===== src/rtl/hack_pkg.sv =====
// Shared definitions for the Hack memory-mapped keyboard: bus address,
// key codes, FSM state types and the byte/CSI-to-key translation helpers.
package hack_pkg;

  localparam logic [14:0] KBD_ADDR = 15'h6000;

  localparam logic [7:0] KEY_NEWLINE   = 8'd128;
  localparam logic [7:0] KEY_BACKSPACE = 8'd129;
  localparam logic [7:0] KEY_LEFT      = 8'd130;
  localparam logic [7:0] KEY_UP        = 8'd131;
  localparam logic [7:0] KEY_RIGHT     = 8'd132;
  localparam logic [7:0] KEY_DOWN      = 8'd133;
  localparam logic [7:0] KEY_HOME      = 8'd134;
  localparam logic [7:0] KEY_END       = 8'd135;
  localparam logic [7:0] KEY_ESC       = 8'd140;

  localparam logic [7:0] ASCII_ESC = 8'h1B;
  localparam logic [7:0] ASCII_LBR = 8'h5B;

  // BRK is only entered when the stop-bit check is compiled in.
  typedef enum logic [2:0] {IDLE, START, DATA, STOP, BRK} rx_state_t;
  typedef enum logic [1:0] {E_IDLE, E_ESC, E_CSI} esc_state_t;

  // Plain byte to key code; 0 means the byte produces no key.
  function automatic logic [7:0] map_byte(input logic [7:0] b);
    if (b == 8'h0D || b == 8'h0A)      return KEY_NEWLINE;
    else if (b == 8'h08 || b == 8'h7F) return KEY_BACKSPACE;
    else if (b >= 8'h20 && b <= 8'h7E) return b;
    else                               return 8'h00;
  endfunction

  // Final byte of an ESC '[' sequence to key code; 0 means ignored.
  function automatic logic [7:0] csi_code(input logic [7:0] b);
    case (b)
      8'h41:   return KEY_UP;
      8'h42:   return KEY_DOWN;
      8'h43:   return KEY_RIGHT;
      8'h44:   return KEY_LEFT;
      8'h48:   return KEY_HOME;
      8'h46:   return KEY_END;
      default: return 8'h00;
    endcase
  endfunction

endpackage


===== src/rtl/uart_keyboard_rx.sv =====
// 8N1 UART receiver with 2-flop input synchroniser.
// Optional UART_KBD_FRAME_CHECK_EN: a low stop bit drops the byte and the
// receiver waits for the line to go idle (high) before hunting a new start.
module uart_rx
  import hack_pkg::*;
#(
  parameter int DIV = 104
) (
  input  logic       clk,
  input  logic       rst_n,
  input  logic       rx,
  output logic [7:0] byte_data,
  output logic       byte_valid
);

  localparam int CW = (DIV > 2) ? $clog2(DIV) : 2;

  logic          rx_m, rx_s;
  rx_state_t     state;
  logic [CW-1:0] cnt;
  logic [2:0]    bitn;
  logic [7:0]    shreg;

  // Bring the asynchronous line into the clk domain; idle level is high.
  always_ff @(posedge clk) begin
    if (!rst_n) begin
      rx_m <= 1'b1;
      rx_s <= 1'b1;
    end else begin
      rx_m <= rx;
      rx_s <= rx_m;
    end
  end

  // Frame receiver: centre the start bit, then sample each bit one DIV apart.
  always_ff @(posedge clk) begin
    if (!rst_n) begin
      state      <= IDLE;
      cnt        <= '0;
      bitn       <= '0;
      shreg      <= '0;
      byte_data  <= '0;
      byte_valid <= 1'b0;
    end else begin
      byte_valid <= 1'b0;
      case (state)
        IDLE: begin
          cnt  <= '0;
          bitn <= '0;
          if (!rx_s) state <= START;
        end
        START: begin
          if (cnt == CW'(DIV / 2 - 1)) begin
            cnt   <= '0;
            state <= rx_s ? IDLE : DATA;
          end else begin
            cnt <= cnt + CW'(1);
          end
        end
        DATA: begin
          if (cnt == CW'(DIV - 1)) begin
            cnt   <= '0;
            shreg <= {rx_s, shreg[7:1]};
            bitn  <= bitn + 3'd1;
            if (bitn == 3'd7) state <= STOP;
          end else begin
            cnt <= cnt + CW'(1);
          end
        end
        STOP: begin
          if (cnt == CW'(DIV - 1)) begin
            cnt <= '0;
`ifdef UART_KBD_FRAME_CHECK_EN
            if (rx_s) begin
              byte_valid <= 1'b1;
              byte_data  <= shreg;
              state      <= IDLE;
            end else begin
              state <= BRK;
            end
`else
            byte_valid <= 1'b1;
            byte_data  <= shreg;
            state      <= IDLE;
`endif
          end else begin
            cnt <= cnt + CW'(1);
          end
        end
        BRK: begin
          if (rx_s) state <= IDLE;
        end
        default: state <= IDLE;
      endcase
    end
  end

endmodule


===== src/rtl/uart_keyboard.sv =====
// Hack keyboard register at 0x6000 fed from a UART line. Decodes ASCII and
// ANSI cursor sequences, holds each key for HOLD_CYCLES, then releases it.
// Build option UART_KBD_FRAME_CHECK_EN enables stop-bit checking in uart_rx.
module uart_keyboard
  import hack_pkg::*;
#(
  parameter int CLK_HZ      = 12000000,
  parameter int BAUD        = 115200,
  parameter int HOLD_CYCLES = 1200000,
  parameter int ESC_CYCLES  = 24000
) (
  input  logic        clk,
  input  logic        rst_n,
  input  logic        rx,
  input  logic [14:0] address,
  output logic [15:0] out,
  output logic        hit
);

  localparam int DIV = (CLK_HZ + BAUD / 2) / BAUD;
  localparam int HW  = $clog2(HOLD_CYCLES + 1);
  localparam int EW  = $clog2(ESC_CYCLES + 1);

  logic [7:0]    rx_byte;
  logic          rx_vld;
  esc_state_t    esc_state;
  logic [EW-1:0] esc_tmr;
  logic [HW-1:0] hold;
  logic [7:0]    key;
  logic          emit;
  logic [7:0]    emit_code;

  uart_rx #(.DIV(DIV)) u_rx (
    .clk        (clk),
    .rst_n      (rst_n),
    .rx         (rx),
    .byte_data  (rx_byte),
    .byte_valid (rx_vld)
  );

  // Decide whether this cycle produces a key and which one.
  always_comb begin
    emit      = 1'b0;
    emit_code = 8'h00;
    case (esc_state)
      E_IDLE: begin
        if (rx_vld && rx_byte != ASCII_ESC) begin
          emit_code = map_byte(rx_byte);
          emit      = (emit_code != 8'h00);
        end
      end
      E_ESC: begin
        if (rx_vld) begin
          if (rx_byte != ASCII_LBR) begin
            emit      = 1'b1;
            emit_code = KEY_ESC;
          end
        end else if (esc_tmr == '0) begin
          emit      = 1'b1;
          emit_code = KEY_ESC;
        end
      end
      E_CSI: begin
        if (rx_vld) begin
          emit_code = csi_code(rx_byte);
          emit      = (emit_code != 8'h00);
        end
      end
      default: ;
    endcase
  end

  // Escape-sequence state, key register and hold timer; a new key beats expiry.
  always_ff @(posedge clk) begin
    if (!rst_n) begin
      esc_state <= E_IDLE;
      esc_tmr   <= '0;
      key       <= '0;
      hold      <= '0;
    end else begin
      case (esc_state)
        E_IDLE: begin
          if (rx_vld && rx_byte == ASCII_ESC) begin
            esc_state <= E_ESC;
            esc_tmr   <= EW'(ESC_CYCLES);
          end
        end
        E_ESC: begin
          if (rx_vld) esc_state <= (rx_byte == ASCII_LBR) ? E_CSI : E_IDLE;
          else if (esc_tmr == '0) esc_state <= E_IDLE;
          else esc_tmr <= esc_tmr - EW'(1);
        end
        E_CSI: begin
          if (rx_vld) esc_state <= E_IDLE;
        end
        default: esc_state <= E_IDLE;
      endcase

      if (emit) begin
        key  <= emit_code;
        hold <= HW'(HOLD_CYCLES);
      end else if (hold != '0) begin
        hold <= hold - HW'(1);
        if (hold == HW'(1)) key <= '0;
      end
    end
  end

  // Registered read port, one cycle of latency like the neighbouring RAM.
  always_ff @(posedge clk) begin
    if (!rst_n) begin
      out <= '0;
      hit <= 1'b0;
    end else begin
      out <= {8'h00, key};
      hit <= (address == KBD_ADDR);
    end
  end

endmodule


===== config.mk =====
export PLATFORM = sky130hd
export DESIGN_NAME = uart_keyboard
export DESIGN_NICKNAME = d
export VERILOG_FILES = /design/src/rtl/hack_pkg.sv /design/src/rtl/uart_keyboard_rx.sv /design/src/rtl/uart_keyboard.sv
export SDC_FILE = /design/constraint.sdc
export NUM_CORES = 1
export LEC_CHECK = 0
export BUFFER_PORTS_ARGS = -buffer_cell sky130_fd_sc_hd__buf_2
export CELL_PAD_IN_SITES_DETAIL_PLACEMENT = 1
export CELL_PAD_IN_SITES_GLOBAL_PLACEMENT = 2
export CORE_MARGIN = 4
export CORE_UTILIZATION = 25
export CTS_CLUSTER_SIZE = 28
export DETAILED_ROUTE_END_ITERATION = 6
export HOLD_SLACK_MARGIN = 0.1
export PLACE_DENSITY = 0.66
export SLEW_MARGIN = 30
export SYNTH_ARGS = -nofsm -noshare
export SYNTH_HDL_FRONTEND = slang
export SYNTH_SLANG_ARGS = --single-unit

===== constraint.sdc =====
create_clock -name clk -period 2.7 [get_ports clk]
set_input_delay 0.54 -clock clk [delete_from_list [all_inputs] [get_ports clk]]
set_output_delay 0.54 -clock clk [all_outputs]
set_load 0.05 [all_outputs]

======== Word level (Yosys, flattened, before mapping) ========
Index checks and enable logic that the tools add are counted.
Widths: inputs -> output; s select.
word-level totals
  input bits .............................. 18
  logic and storage cells ................. 134
  register bits after elaboration ......... 95
cells by class
  muxes and demuxes ....................... 49
  bitwise gates (word level) .............. 1
  equal/unequal tests ..................... 36
  $add $sub $neg .......................... 4
  reductions and logical operators ........ 26
  $lt $le $gt $ge ......................... 2
operators by type and width
  kind                   number
  $mux 8                 15
  $eq 8x7->1 const B     8
  $pmux 8 s6             1
  $mux 15                3
  $mux 21                2
  $pmux 15 s2            1
  $eq 8x4->1 const B     3
  $pmux 8 s3             1
  $eq 21x1->1 const B    1
  $mux 3                 7
  $pmux 7 s3             1
  $reduce_bool 21->1     1
  $sub 21x1->21 const B  1
  $reduce_bool 8->1      2
  $eq 15x15->1 const B   1
  $logic_not 15->1       1
  $pmux 3 s5             1
  $sub 15x1->15 const B  1
  $mux 7                 2
  $mux 2                 6
  $ne 2x1->1 const B     6
  $reduce_and 2->1       5
  $eq 8x5->1 const B     1
  $ge 8x6->1 const B     1
  other kinds (29)       46

======== Logic depth before layout (Yosys ltp) ========
Gate-level depths: netlist (run 1).
  depth after elaboration ................. 12
  mapped depth ............................ 8

======== By module ========
A second synthesis (run 1) with hierarchy kept.
second synthesis, totals
  cells, all modules ...................... 443
  area, all modules ....................... 4031.4 um2
by module, submodules not included
  module         seq. area each (um2)  cells each  area each (um2)  instances
  uart_keyboard  1101.1                317         2755.1           1
  uart_rx        620.6                 126         1276.2           1

======== Worst setup path after synthesis (run 1) ========
No wires, ideal clock.
  path kind ............................... reg-to-reg
  start point ............................. reg esc_tmr[0]
  end point ............................... reg esc_tmr[3]
  slack ................................... 525 ps
  arrival ................................. 2047 ps
  stages on the path, launching flop included .. 9
  library setup time ...................... 127 ps
  path through ............................ dfxtp_1 -> inv_1 -> ha_1 -> or4b_2 -> or4_4 -> a21boi_4 -> buf_6 -> or2_2 -> a21oi_2
between the ends
  word-level cells in the longest chain between the ends .. 4
  elaborated cells on any way between the ends .. 7
  classes of those cells .................. add/sub: 1; eq/ne: 1; mux: 3; reduce/logical: 2
RTL lines
  element                   line                 RTL
  start: declaration        uart_keyboard.sv:27  logic [EW-1:0] esc_tmr;
  start signal: assignment  uart_keyboard.sv:85  esc_tmr <= EW'(ESC_CYCLES);
  start signal: assignment  uart_keyboard.sv:91  else esc_tmr <= esc_tmr - EW'(1);
  $sub 15x1->15             uart_keyboard.sv:91
  $mux 15                   uart_keyboard.sv:90  else if (esc_tmr == '0) esc_state <= E_IDLE;
  $mux 15                   uart_keyboard.sv:89  if (rx_vld) esc_state <= (rx_byte == ASCII_LBR) ? E_CSI : E_IDLE;
  $pmux 15 s2               uart_keyboard.sv:81  case (esc_state)
Several ways; a longest one is shown, not always the timed one. The select of a mux whose other input is x is not followed.
A chain may end at the register's enable or synchronous reset.

======== Final worst setup path (run 1) ========
  start point ............................. reg esc_tmr[8]
  end point ............................... reg esc_tmr[13]
Same word-level chain as after synthesis.

==> results_dict.tcl, run 1 <==
set metrics [dict create \
    status "finished clean" \
    hold_depth 2 \
    insertion_delay_ns 0.34 \
    die_w_um 136.2 \
    ctsRootBufferMaster "clkbuf_16" \
    setup_viol 0 \
    dieArea_um2 18540 \
    io_buffers 26 \
    drtPass1Iterations 4 \
    layout_common_cells "dfxtp_1 (86), nor2_1 (63), a21oi_1 (30), buf_2 (26), xnor2_1 (23)" \
    relSlewSlack_pct 57.60 \
    viasPerCell 4.709 \
    worstHoldEndpoint "u_rx.rx_m" \
    crit_path_max_incr_delay_ns 0.69 \
    ant_nets 0 \
    p_sw_mw 1.384 \
    report.final.slew_viol_count 0 \
    hold_violations 0 \
    max_freq_mhz 422.1 \
    clkPwrFrac_pct 31.5 \
    initial_core_util_pct 25.66 \
    seq_power_share_pct 36.7 \
    post_cts_buffers 0 \
    nFillCells 1916 \
    endpoint_kind "register" \
    ctsHtreeMaxLevel 3 \
    crit_buf_inv 0 \
    clkTransAtPathRegs_ns 0.06 \
    yosysWarnings 0 \
    whs_ns 0.3859 \
    final_common_cell "dfxtp_1" \
    rrSetupSlack_ns 0.33 \
    rsz0062_at_grt "no" \
    yosysSeqAreaShare_pct 41.93 \
    pre_cts_slack_ns 0.1769 \
    cts_tree "done" \
    tns_ns 0 \
    path_depth 5 \
    grt_usage_pct 10.88 \
    maxCapViolCount 0 \
    syn2layout_area_growth_pct 16.48 \
    cts_hold_buffers 0 \
    grt_pass1_vias 3429 \
    grt_max_degree 44 \
    io-pin-count 35 \
    vdd_drop_max_mv 0.3270 \
    r2r-end "esc_tmr[13]" \
    cts_sinks 86 \
    min_from "rx" \
    ys_async_sr_fraction_pct 0 \
    fin_skew_ns 0.006153 \
    drtIter0Drc 145 \
    p_per_area_nw_per_um2 852.4 \
    start_kind "register" \
    placementRows 46 \
    cpMaxStageDelayCell "or4_1" \
    wl_um 9508 \
    antenna_cells 0 \
    fin_nets 498 \
    p_sw_share_pct 33.94 \
    syn-mean-instance-area_um2 9.187 \
    wl_per_cell_um 13.68 \
    p_int_mw 2.693 \
    synth_cells 447 \
    p_leak_nw 1.814 \
    hp-class "in -> reg" \
    tightest_slew_ns 0.6302 \
    worstPathArrival_ns 2.58 \
    rr_startpoint "esc_tmr[8]" \
    required_ns 2.91 \
    synth_cell_type_count 69 \
    clockBufferDepth 2 \
    numCtsBuffers 9 \
    grt_antenna_before_repair 0 \
    die_h_um 136.2 \
    cts_resized 0 \
    gp_congestion 0.7724 \
    fin_crit_ns 2.369 \
    drive_above_1_share_pct 17.33 \
    setup_ws_ns 0.3306 \
    crit_chain "or4_1, or4_4, a21boi_4, or4b_1, a21oi_1" \
    syn-cell-area_um2 4106 \
    worstSetupPathType "reg -> reg" \
    timing.critical_path.max_delay_family "simple AND/OR/NAND/NOR gates" \
    synth_flop_cell "dfxtp_1" \
    num_vias 3273 \
    min_period_over_period_pct 87.75 \
    coreArea_um2 16000 \
    hpwl_um 6812 \
    combPwrFrac_pct 31.9 \
    rr_worst_depth 5 \
    remaining_drc_errors 0 \
    cp_max_fo 14 \
    grt_pass1_wl_um 16500 \
    ys_seq_elements 86 \
    grt_overflow 0 \
    synth_edf_count 0 \
]
==> metrics by stage <==
step           util (%)  cell area (um2)  cells  power [mW]
6_report          29.90             4783    695       4.078
3_5_place_dp      27.92             4468    679       2.820
2_1_floorplan         -             4133    454       2.593
5_1_grt           29.90             4783    695       4.363
4_1_cts           29.86             4778    695       4.136
3_3_place_gp      27.92             4468    679       2.802
==> flip-flops by register name, indices dropped and copies added, names as in the netlist <==
name and flops:
u_rx.bitn 3, hold 21, u_rx.rx_m 1, u_rx.byte_data 8, esc_tmr 15, u_rx.cnt 7, u_rx.rx_s 1, esc_state 2
key 8, u_rx.shreg 8, hit 1, u_rx.byte_valid 1, u_rx.state 2, out 8
==> final cells by class <==
type / count / area, um2 / area share, %
clock buffer: 11 / 252.7 / 5.284
clock inverter: 5 / 57.56 / 1.203
inverter: 12 / 45.04 / 0.9417
multi-input combinational: 324 / 2193 / 45.85
sequential: 86 / 1722 / 35.99
tap: 216 / 270.3 / 5.650
timing repair buffer: 41 / 242.7 / 5.075
==> synth_stat cells, types with 4 or more instances <==
cell	instances	area, um2
a21oi_1	30	150.1
a32o_1	5	50.05
clkbuf_1	16	60.06
dfxtp_1	86	1722
a211oi_1	5	37.54
or3_1	8	50.05
xor2_1	4	35.03
nand2b_1	6	37.54
inv_1	11	41.29
mux2i_1	20	200.2
a31oi_1	4	25.02
o21a_1	4	30.03
xnor2_1	23	201.4
nand3_1	13	65.06
or4_1	11	82.58
nor4b_1	4	35.03
nor3_1	10	50.05
nor4_1	11	68.82
a2111oi_0	4	35.03
nor2_1	63	236.5
nand2_1	8	30.03
buf_4	8	60.06
or2_2	7	43.79
and2_1	8	50.05
o21ai_0	5	25.02
ha_1	6	75.07
==> worst max path at each step <==
stage	startpoint	to	slack, ns
2_1_floorplan	esc_tmr[0]	esc_tmr[3]	0.53
3_3_place_gp	esc_tmr[0]	hold[20]	0.27
3_5_place_dp	esc_tmr[0]	hold[14]	0.18
4_1_cts	esc_tmr[0]	hold[14]	0.16
5_1_grt	esc_tmr[0]	esc_tmr[13]	0.16
6_report	esc_tmr[8]	esc_tmr[13]	0.33
==> cell families (layout without fill, tap and decap cells) <==
| family | after synthesis | after routing | synth area share (%) |
|---|---|---|---|
| AO/OA/AOI/OAI | 86 | 86 | 15.69 |
| XOR/XNOR | 27 | 27 | 5.759 |
| adder cells (fa/ha/maj) | 6 | 6 | 1.828 |
| buffers and inverters | 44 | 69 | 5.423 |
| flip-flops | 86 | 86 | 41.93 |
| multiplexers | 20 | 20 | 4.875 |
| other | 1 | 8 | 0.09132 |
| AND/OR/NAND/NOR | 177 | 177 | 24.41 |
==> worst register-to-register path, cell delays in order (launching register included) <==
cell and delay [ns]:
dfxtp_1 0.35, or4_1 0.69, or4_4 0.63, a21boi_4 0.34
or4b_1 0.18, a21oi_1 0.06
==> metal layers <==
layer | GRT usage [%] | share of wire (%) | vias up
met3 | 2.850 | 3.2 | 8
met5 | 0 | 0 | -
li1 | - | - | 1653
met4 | 2.856 | 1.1 | 0
met1 | 13.75 | 49 | 1573
met2 | 18.38 | 47 | 39
==> power groups by stage <==
stage                     registers (mW)  logic (mW)  clock network, mW
after global placement              1.52        1.29                  0
after detailed placement            1.52        1.30                  0
after CTS                           1.50        1.31               1.33
after floorplan                     1.49        1.10                  0
after global routing                1.51        1.46               1.39
final                               1.49        1.30               1.28
No activity file was read; power rests on OpenSTA's default activity.
==> run 2, diff against run 1 <==
--- a/config.mk
+++ b/config.mk
@@ -5,6 +5,7 @@
 export SDC_FILE = /design/constraint.sdc
 export NUM_CORES = 1
 export LEC_CHECK = 0
+export ABC_AREA = 1
 export BUFFER_PORTS_ARGS = -buffer_cell sky130_fd_sc_hd__buf_2
 export CELL_PAD_IN_SITES_DETAIL_PLACEMENT = 1
 export CELL_PAD_IN_SITES_GLOBAL_PLACEMENT = 2
@@ -13,7 +14,7 @@
 export CTS_CLUSTER_SIZE = 28
 export DETAILED_ROUTE_END_ITERATION = 6
 export HOLD_SLACK_MARGIN = 0.1
-export PLACE_DENSITY = 0.66
+export PLACE_DENSITY = 0.7
 export SLEW_MARGIN = 30
 export SYNTH_ARGS = -nofsm -noshare
 export SYNTH_HDL_FRONTEND = slang
==> run 2 against run 1 <==
  * Wire length is 25% higher
  * Cell count is 32% higher
  * Clock-buffer cell count stayed put
  * Flip-flop and latch count stayed put
  * Maximum frequency is 8.2% higher
  * First-iteration DRC count is 11% lower
  * Sequential share of layout area is 3.1 points lower
  * Global-route usage is 1.4 points higher
==> results_dict.tcl, run 2 <==
set metrics [dict create \
    status "finished clean" \
    grt_overflow 0 \
    io_buffers 26 \
    synth_edf_count 0 \
    dp_cells 900 \
    cts_hold_buffers 0 \
    viasPerCell 4.472 \
    worstPathArrival_ns 2.43 \
    p_leak_nw 2.469 \
    p_per_area_nw_per_um2 837.1 \
    fin_skew_ns 0.008835 \
    finalPower_mw 4.379 \
    drive_above_1_share_pct 15.57 \
    cts_resized 0 \
    fin_crit_ns 2.189 \
    placementRows 49 \
    hpwl_um 9005 \
    largestRegisters "hold: 21 flops, esc_tmr: 15 flops" \
    grt_pass1_vias 4265 \
    min_period_over_period_pct 81.09 \
    grt_max_degree 45 \
    cp_max_fo 19 \
    num_vias 4096 \
    drtIter0Drc 129 \
    wl_per_cell_um 13.01 \
    required_ns 2.94 \
    yosysTopAreaCell "dfxtp_1" \
    pre_cts_slack_ns 0.5127 \
    ant_nets 0 \
    yosysSeqAreaShare_pct 37.76 \
    setup_viol 0 \
    die_w_um 143.0 \
    grt_antenna_before_repair 0 \
    final-instance-count-excl-fill 916 \
    maxCapViolCount 0 \
    relSlewSlack_pct 41.61 \
    hp-class "in -> reg" \
    largest_register "hold" \
    die_h_um 143.0 \
    ys_async_sr_fraction_pct 0 \
    antenna_cells 0 \
    ys_top_cells_by_count "nand2_1 (143), nor2_1 (124), dfxtp_1 (86), inv_1 (58), nand3_1 (40)" \
    clockBufferDepth 2 \
    tightest_slew_ns 0.8750 \
    rsz0062_at_grt "no" \
    whs_ns 0.3805 \
    post_cts_buffers 0 \
    syn2layout_area_growth_pct 14.74 \
    syn-cell-area_um2 4559 \
    synth_area_leaders "dfxtp_1 (38%), nand2_1 (12%), nor2_1 (10%), inv_1 (4.8%), nand3_1 (4.4%)" \
    io-pin-count 35 \
    setup_ws_ns 0.5106 \
    initial_core_util_pct 25.38 \
    dieArea_um2 20460 \
    layout_common_cells "nand2_1 (143), nor2_1 (124), dfxtp_1 (86), inv_1 (58), nand3_1 (40)" \
    yosysMostFrequentCell "nand2_1" \
    max_freq_mhz 456.7 \
    dpl_cell_area_um2 4882 \
    ctsRootBufferMaster "clkbuf_16" \
    remaining_drc_errors 0 \
    wl_um 11920 \
    ys_seq_elements 86 \
    grt_usage_pct 12.32 \
    insertion_delay_ns 0.34 \
    drtPass1Iterations 4 \
    worstSetupPathType "reg -> reg" \
    clkTransAtPathRegs_ns 0.07 \
    hold_violations 0 \
    cts_tree "done" \
    synth_cell_type_count 37 \
    gp_congestion 0.8001 \
    grt_pass1_wl_um 20380 \
    coreArea_um2 17960 \
    largest_reg_flops 21 \
    tns_ns 0 \
    endpoint_kind "register" \
    numCtsBuffers 9 \
    synth_cells 656 \
    vdd_drop_max_mv 0.3920 \
    ctsHtreeMaxLevel 3 \
    yosysWarnings 0 \
    final_common_cell "nand2_1" \
    fin_nets 706 \
    syn-mean-instance-area_um2 6.950 \
    synth_flop_cell "dfxtp_1" \
    cts_sinks 86 \
    start_kind "register" \
    fin_area_um2 5231 \
    report.final.slew_viol_count 0 \
    synth_top_area_share_pct 37.76 \
    final_util_pct 29.12 \
]
[run 2: changes by cell type after synthesis, moves of 12 or more]
cell,before,now
nor2_2,0,16
nor2_1,63,124
nand3_1,13,40
o21ai_0,5,30
nand2_1,8,143
inv_1,11,58
nand4_1,2,15
xnor2_1,23,8
mux2i_1,20,1
xor2_1,4,16
[run 2: final timing paths]
path | endpoint | slack, ns | from | cells after the start
worst max-delay path | hold[9] | 0.51 | hold[0] | 9
worst min-delay path | u_rx.rx_m | 0.38 | rx | 2
worst max register to register | hold[9] | 0.51 | hold[0] | 9
worst min register to register | u_rx.rx_s | 0.42 | u_rx.rx_m | 1
[run 2: report_power, final]
part           total [mW]  switching [mW]  internal [mW]  leakage (nW)
Sequential           1.53           0.137           1.40         0.696
Clock                1.45           0.523          0.932         0.166
Combinational        1.39           0.887          0.504          1.61
[run 2: layer usage]
| layer | routed length (um) | global-route usage [%] | vias up |
|---|---|---|---|
| met4 | 151 | 3.652 | 0 |
| li1 | - | - | 2118 |
| met3 | 412 | 3.048 | 9 |
| met1 | 5584 | 14.91 | 1917 |
| met5 | 0 | 0 | - |
| met2 | 5770 | 21.59 | 52 |
[run 2: area by class of cell]
class	count	area (um2)
well taps	229	286.5
inverters	65	244.0
clock inverters	5	106.4
fillers	2261	12730
repair buffers	32	175.2
multi-input cells	488	2455
clock buffers	11	242.7
flip-flops and latches	86	1722
[run 2: cells by family after synthesis]
logic type | share of synthesized area, %
and+or+nand+nor | 36.86
buffers and inverters | 8.974
adders and majority gates | 1.646
muxes | 0.2195
AOI/OAI and AO/OA | 9.852
other | 0.08225
DFF | 37.76
xor gates and xnor gates | 4.610
[run 2: critical path: stages (launching register included)]
cell and delay (ns):
dfxtp_1 0.34, inv_1 0.16, ha_1 0.31, nand2_1 0.16, nor2_1 0.25, nand3_2 0.41
nand3b_1 0.24, nand3_1 0.10, nand2_1 0.07, inv_1 0.04
